File: config.mk
export PLATFORM = sky130hd
export DESIGN_NAME = capture_gate
export DESIGN_NICKNAME = d
export VERILOG_FILES = /design/src/rtl/capture_gate.sv
export SDC_FILE = /design/constraint.sdc
export NUM_CORES = 1
export LEC_CHECK = 0
export BUFFER_PORTS_ARGS = -buffer_cell sky130_fd_sc_hd__buf_2
export CORE_AREA = 2 2 370 372
export CTS_CLUSTER_DIAMETER = 60
export DETAILED_ROUTE_END_ITERATION = 16
export DIE_AREA = 0 0 372 374
export GPL_TIMING_DRIVEN = 1
export HOLD_SLACK_MARGIN = 0.05
export PLACE_DENSITY = 0.31
export SYNTH_ARGS = -nofsm -noshare
export SYNTH_HDL_FRONTEND = slang
export SYNTH_SLANG_ARGS = --single-unit
export TNS_END_PERCENT = 30
File: constraint.sdc
create_clock -name axi_aclk -period 4.26 [get_ports axi_aclk]
set_clock_uncertainty 0.05 [all_clocks]
set_input_delay 1.065 -clock axi_aclk [delete_from_list [all_inputs] [get_ports axi_aclk]]
set_output_delay 1.065 -clock axi_aclk [all_outputs]
set_load 0.01 [all_outputs]
File: src/rtl/capture_gate.sv
// Packet capture gate: forwards or discards whole AXI-Stream packets, optionally
// truncating forwarded packets to snaplen beats, with saturating statistics.
module capture_gate #(
    parameter int C_DATA_WIDTH  = 256,
    parameter int C_TUSER_WIDTH = 128,
    parameter int SNAPLEN_WIDTH = 8,
    parameter int CNT_WIDTH     = 32
) (
    input  logic                       axi_aclk,
    input  logic                       axi_areset,
    input  logic [C_DATA_WIDTH-1:0]    s_axis_tdata,
    input  logic [C_DATA_WIDTH/8-1:0]  s_axis_tstrb,
    input  logic [C_TUSER_WIDTH-1:0]   s_axis_tuser,
    input  logic                       s_axis_tvalid,
    input  logic                       s_axis_tlast,
    output logic                       s_axis_tready,
    output logic [C_DATA_WIDTH-1:0]    m_axis_tdata,
    output logic [C_DATA_WIDTH/8-1:0]  m_axis_tstrb,
    output logic [C_TUSER_WIDTH-1:0]   m_axis_tuser,
    output logic                       m_axis_tvalid,
    output logic                       m_axis_tlast,
    input  logic                       m_axis_tready,
    input  logic                       capture_en,
    input  logic [SNAPLEN_WIDTH-1:0]   snaplen,
    input  logic                       clear_stats,
    output logic [CNT_WIDTH-1:0]       pkt_count,
    output logic [CNT_WIDTH-1:0]       drop_count,
    output logic [CNT_WIDTH-1:0]       trunc_count,
    output logic                       busy
);

    typedef enum logic [1:0] {IDLE, PASS, DROP, TRIM} state_t;

    state_t                    state_reg, state_next;
    logic                      en_q_reg;
    logic [SNAPLEN_WIDTH-1:0]  snap_q_reg;
    logic [SNAPLEN_WIDTH-1:0]  beat_cnt_reg, beat_cnt_next;
    logic                      busy_reg, busy_next;

    logic                      fwd;
    logic                      accept;
    logic                      first_beat;
    logic                      trunc;
    logic                      drop_mode;
    logic [SNAPLEN_WIDTH-1:0]  snap_eff;
    logic [SNAPLEN_WIDTH-1:0]  beat_idx;
    logic [2:0]                stat_inc;
    logic [3*CNT_WIDTH-1:0]    cnt_all;

    // In IDLE the live capture_en/snaplen govern the first beat; afterwards the latched copies.
    always_comb begin
        fwd        = (state_reg == IDLE) ? capture_en : ((state_reg == PASS) && en_q_reg);
        drop_mode  = ((state_reg == IDLE) && !capture_en) || (state_reg == DROP);
        snap_eff   = (state_reg == IDLE) ? snaplen : snap_q_reg;
        beat_idx   = (state_reg == IDLE) ? '0 : beat_cnt_reg;
        trunc      = fwd && (snap_eff != '0) && (beat_idx == snap_eff - SNAPLEN_WIDTH'(1))
                     && !s_axis_tlast;
        accept     = s_axis_tvalid && s_axis_tready;
        first_beat = accept && (state_reg == IDLE);
    end

    assign s_axis_tready = fwd ? m_axis_tready : 1'b1;
    assign m_axis_tvalid = fwd && s_axis_tvalid;
    assign m_axis_tlast  = s_axis_tlast || trunc;
    assign m_axis_tdata  = s_axis_tdata;
    assign m_axis_tstrb  = s_axis_tstrb;
    assign m_axis_tuser  = s_axis_tuser;

    // State register
    always_ff @(posedge axi_aclk or posedge axi_areset) begin
        if (axi_areset) begin
            state_reg    <= IDLE;
            beat_cnt_reg <= '0;
            en_q_reg     <= 1'b0;
            snap_q_reg   <= '0;
            busy_reg     <= 1'b0;
        end else begin
            state_reg    <= state_next;
            beat_cnt_reg <= beat_cnt_next;
            busy_reg     <= busy_next;
            if (first_beat) begin
                en_q_reg   <= capture_en;
                snap_q_reg <= snaplen;
            end
        end
    end

    // Next-state logic
    always_comb begin
        state_next = state_reg;
        if (accept) begin
            if (s_axis_tlast) begin
                state_next = IDLE;
            end else begin
                unique case (state_reg)
                    IDLE:    state_next = !capture_en ? DROP : (trunc ? TRIM : PASS);
                    PASS:    state_next = trunc ? TRIM : PASS;
                    DROP:    state_next = DROP;
                    TRIM:    state_next = TRIM;
                    default: state_next = IDLE;
                endcase
            end
        end
    end

    // Output / counter-update logic
    always_comb begin
        busy_next     = (state_next != IDLE);
        beat_cnt_next = beat_cnt_reg;
        if (first_beat) begin
            beat_cnt_next = fwd ? SNAPLEN_WIDTH'(1) : '0;
        end else if (accept && (state_reg == PASS)) begin
            beat_cnt_next = beat_cnt_reg + SNAPLEN_WIDTH'(1);
        end
    end

    assign stat_inc[0] = accept && fwd && m_axis_tlast;
    assign stat_inc[1] = accept && s_axis_tlast && drop_mode;
    assign stat_inc[2] = accept && trunc;

    genvar gi;
    generate
        for (gi = 0; gi < 3; gi++) begin : g_cnt
            logic [CNT_WIDTH-1:0] cnt_reg;
            always_ff @(posedge axi_aclk or posedge axi_areset) begin
                if (axi_areset) begin
                    cnt_reg <= '0;
                end else if (clear_stats) begin
                    cnt_reg <= '0;
                end else if (stat_inc[gi] && (cnt_reg != '1)) begin
                    cnt_reg <= cnt_reg + CNT_WIDTH'(1);
                end
            end
            assign cnt_all[gi*CNT_WIDTH +: CNT_WIDTH] = cnt_reg;
        end
    endgenerate

    assign pkt_count   = cnt_all[0*CNT_WIDTH +: CNT_WIDTH];
    assign drop_count  = cnt_all[1*CNT_WIDTH +: CNT_WIDTH];
    assign trunc_count = cnt_all[2*CNT_WIDTH +: CNT_WIDTH];
    assign busy        = busy_reg;

endmodule

==> out/results.tsv <==
stage	metric	value	unit
global_route	global-route usage over all layers	0.0701	
sta	period utilization	0.971	
final_layout	signed area change from the synthesized netlist to the final layout	5.30	%
sta	Setup TNS	0	ps
logic_synthesis	biggest area contributors in the synthesized netlist	sky130_fd_sc_hd__buf_4 (32%), sky130_fd_sc_hd__dfrtp_1 (30%), sky130_fd_sc_hd__nor2_1 (3.4%)	
die	die boundary width	372	um
logic_synthesis	total of flip-flops plus latches after synthesis	116	
global_route	first-pass GRT wire length	65200	um
setup_path	startpoint of the worst register-to-register path	state_reg[1]	
global_route	initial antenna violation count	8	
cts	clock edge transition at the registers on the reported setup and hold paths	70	ps
logic_synthesis	average instance area after synthesis	8.41	um2
die	Die Outline Area	0.139	mm2
routing	drt initial violations	291	
setup_path	data arrival time at the worst-slack endpoint	3020	ps
setup_path	library cell contributing the largest single delay on the critical path	sky130_fd_sc_hd__or3_1	
setup_path	worst path cell trace	buf_2, or3_1, nor4_2, o2111ai_1, o2111a_1, nor4_4, a21oi_4, buf_12, inv_8, buf_6	
setup_path	capture point of the worst path	m_axis_tlast	
logic_synthesis	Post-Syn Instances	1169	
setup_path	number of cells on the critical path	10	
cts	depth of the CTS H-tree	4	
logic_synthesis	post-synthesis net count	1605	
setup_path	Register-to-Register Setup Slack	730	ps
logic_synthesis	synth unique cells	52	
setup_path	largest fanout on the critical path	3	
job	# Max-Cap Violations	0	
die	Die Height	374	um
setup_path	Slowest Stage Delay on Critical Path	410	ps
logic_synthesis	Synth warnings	0	
global_route	number of global-route vias before repair	6932	
logic_synthesis	main flop type after synthesis	sky130_fd_sc_hd__dfrtp_1	
hold_path	Worst Hold Class	reg2reg	
sta	maximum clock frequency	242	MHz
logic_synthesis	biggest area consumer among synthesized cells	sky130_fd_sc_hd__buf_4	
sta	number of hold violations in the final report	0	
setup_path	required time worst endpoint	3140	ps
global_route	grt ovf	0	
cts	Sink Count	116	
final_layout	layout cells sized above 1	0.266	
power_and_ir_drop	Max IR drop VDD	268	uV
setup_path	type of the setup path with the least slack	in2out	
logic_synthesis	portion of synthesized cell area occupied by the leading cell type	0.318	
cts	clock buffer depth	2	
cts	number of hold-repair buffers added at the cts stage	0	
power_and_ir_drop	Leakage	0.00373	uW
placement	count of buffers from port buffering	114	
logic_synthesis	total standard cell area after synthesis	0.00983	mm2
sta	final number of setup-violating endpoints	0	
setup_path	Worst path top cell family by delay	simple AND/OR/NAND/NOR gates	
placement	DP Wirelength	41800	um
setup_path	crit path capture type	output pin	
die	number of core rows	135	
sta	time the final worst path needs with I/O delays and setup	4140	ps
global_route	pin count of the biggest net entering global routing	71	
routing	vias after detailed routing	6869	
sta	final-report max-slew violation count	0	
cts	TritonCTS Buffers	17	
routing	Detailed Routing Iterations Pass 1	4	
cts	CTS tree	done	
setup_path	logic depth of the worst register-to-register path	15	
logic_synthesis	share of flip-flops with an asynchronous set or reset after synthesis	1.00	
final_layout	end-of-flow core utilization	0.0767	
die	placeable core region	0.135	mm2
setup_path	element type at the critical path start	input port	
logic_synthesis	number of enable flip-flop cells after synthesis	0	
sta	Least-Margin Pin Slew	824	ps
power_and_ir_drop	Total Power Consumption	3460	uW
routing	Avg WL per Cell	18.8	um
routing	DRT Wirelength	50500	um
setup_path	timing startpoint of the critical path	snaplen[5]	
placement	final weighted congestion in routability-driven placement	0.754	
routing	final routed DRC violation total	0	
sta	worst slew margin relative to its limit	0.450	
die	Initial Util	0.0728	
setup_path	worst reg2reg endpoint	trunc_count[15]	
routing	routed vias/inst	2.57	
logic_synthesis	share of synthesized area occupied by flip-flops and latches	0.295	
setup_path	buffers plus inverters on the worst setup path	4	
cts	root cell of the clock tree	sky130_fd_sc_hd__clkbuf_16	
routing	Routed Antenna Nets	0	
status	outcome	finished clean	
cts	clock latency reported for the late side of the worst-skew pair	490	ps
die	I/O pins	947	
final_layout	final net count	1317	
power_and_ir_drop	cell area power density	334	mW/mm2
## synth_stat cells, drive strengths merged, types with 2 or more instances
library cell and count:
buf 426, dfrtp 116, nor2 88, nand2 64, a21oi 44, nand3 42, clkbuf 33, xor2 30
mux2 29, or4 29, nand4 26, o31ai 26, nor2b 24, nor3 23, o21ai 23, inv 19
or3 13, and3 12, nor4 12, and2 11, and4 11, xnor2 11, nand2b 7, or2 6
ha 5, mux2i 5, o2111ai 5, a41o 4, o211ai 3, or3b 3, a31oi 2, o2111a 2
o311ai 2
## where the power goes
part | leakage [uW] | internal, uW | switching (uW)
sequential | 0.00159 | 1170 | 98.6
clock | 0.000282 | 776 | 719
combinational | 0.00185 | 287 | 410
## repair_timing
action / in CTS / in global routing
setup buffers: 2 / 0
gates resized for setup: 16 / 1
setup endpoints to repair: 1 / 1
pin swaps: 7 / 5
## logic make-up after synthesis
family | synth area share
AND/OR/NAND/NOR | 0.201
buffers and inverters | 0.343
flip-flops | 0.295
AO/OA/AOI/OAI | 0.0798
adder cells (fa/ha/maj) | 0.00637
XOR/XNOR | 0.0365
multiplexers | 0.0383
## metal layers
layer / GRT usage / wire length [um] / up-vias
met1: 0.0633 / 16000 / 3149
met5: 0.000699 / 74 / -
met2: 0.101 / 21300 / 530
met3: 0.0667 / 10300 / 187
li1: - / - / 2993
met4: 0.0423 / 2860 / 10
## cell type report
| cell class | count | area, um2 |
|---|---|---|
| flip-flops and latches | 116 | 2900 |
| multi-input cells | 575 | 3620 |
| clock buffers | 17 | 425 |
| repair buffers | 152 | 931 |
| clock inverters | 15 | 153 |
| inverters | 19 | 83.8 |
| fillers | 15800 | 125000 |
| diodes | 2 | 5.00 |
| well taps | 1781 | 2230 |
## per-stage QoR
stage / hold WS (ps) / instances / instance area (um2) / worst slack [ps]
2_1_floorplan: 428 / 1169 / 9830 / 72.6
3_3_place_gp: 443 / 2642 / 9700 / -233
3_5_place_dp: 447 / 2642 / 9700 / -239
4_1_cts: 464 / 2675 / 10300 / -98.2
5_1_grt: 483 / 2675 / 10300 / -1.22
6_report: 460 / 2677 / 10300 / 124
## worst min path at each step
stage / start / endpoint / cells after the start
6_report: en_q_reg / en_q_reg / 1
5_1_grt: en_q_reg / en_q_reg / 1
4_1_cts: en_q_reg / en_q_reg / 1
3_5_place_dp: en_q_reg / en_q_reg / 1
3_3_place_gp: en_q_reg / en_q_reg / 1
2_1_floorplan: beat_cnt_reg[6] / beat_cnt_reg[6] / 1
## cell usage in the layout (no fill, tap or decap), types with 8 or more instances in the layout
cell type | Yosys | final
sky130_fd_sc_hd__nor2_1 | 88 | 87
sky130_fd_sc_hd__nor4_1 | 10 | 9
sky130_fd_sc_hd__nor2b_1 | 24 | 24
sky130_fd_sc_hd__and4_1 | 11 | 11
sky130_fd_sc_hd__nand2_1 | 64 | 63
sky130_fd_sc_hd__buf_4 | 416 | 33
sky130_fd_sc_hd__mux2_2 | 29 | 29
sky130_fd_sc_hd__o21ai_0 | 23 | 23
sky130_fd_sc_hd__and2_1 | 11 | 11
sky130_fd_sc_hd__inv_6 | 0 | 8
sky130_fd_sc_hd__or3_1 | 13 | 13
sky130_fd_sc_hd__buf_2 | 9 | 112
sky130_fd_sc_hd__dfrtp_1 | 116 | 116
sky130_fd_sc_hd__o31ai_1 | 26 | 26
sky130_fd_sc_hd__a21oi_1 | 43 | 43
sky130_fd_sc_hd__nand4_1 | 26 | 26
sky130_fd_sc_hd__and3_1 | 12 | 12
sky130_fd_sc_hd__inv_1 | 19 | 17
sky130_fd_sc_hd__or4_1 | 29 | 29
sky130_fd_sc_hd__nand3_1 | 41 | 40
sky130_fd_sc_hd__xor2_1 | 30 | 30
sky130_fd_sc_hd__nor3_1 | 23 | 23
sky130_fd_sc_hd__clkbuf_16 | 0 | 17
sky130_fd_sc_hd__xnor2_1 | 11 | 11
Note: power is estimated with default switching activity, not from simulation.
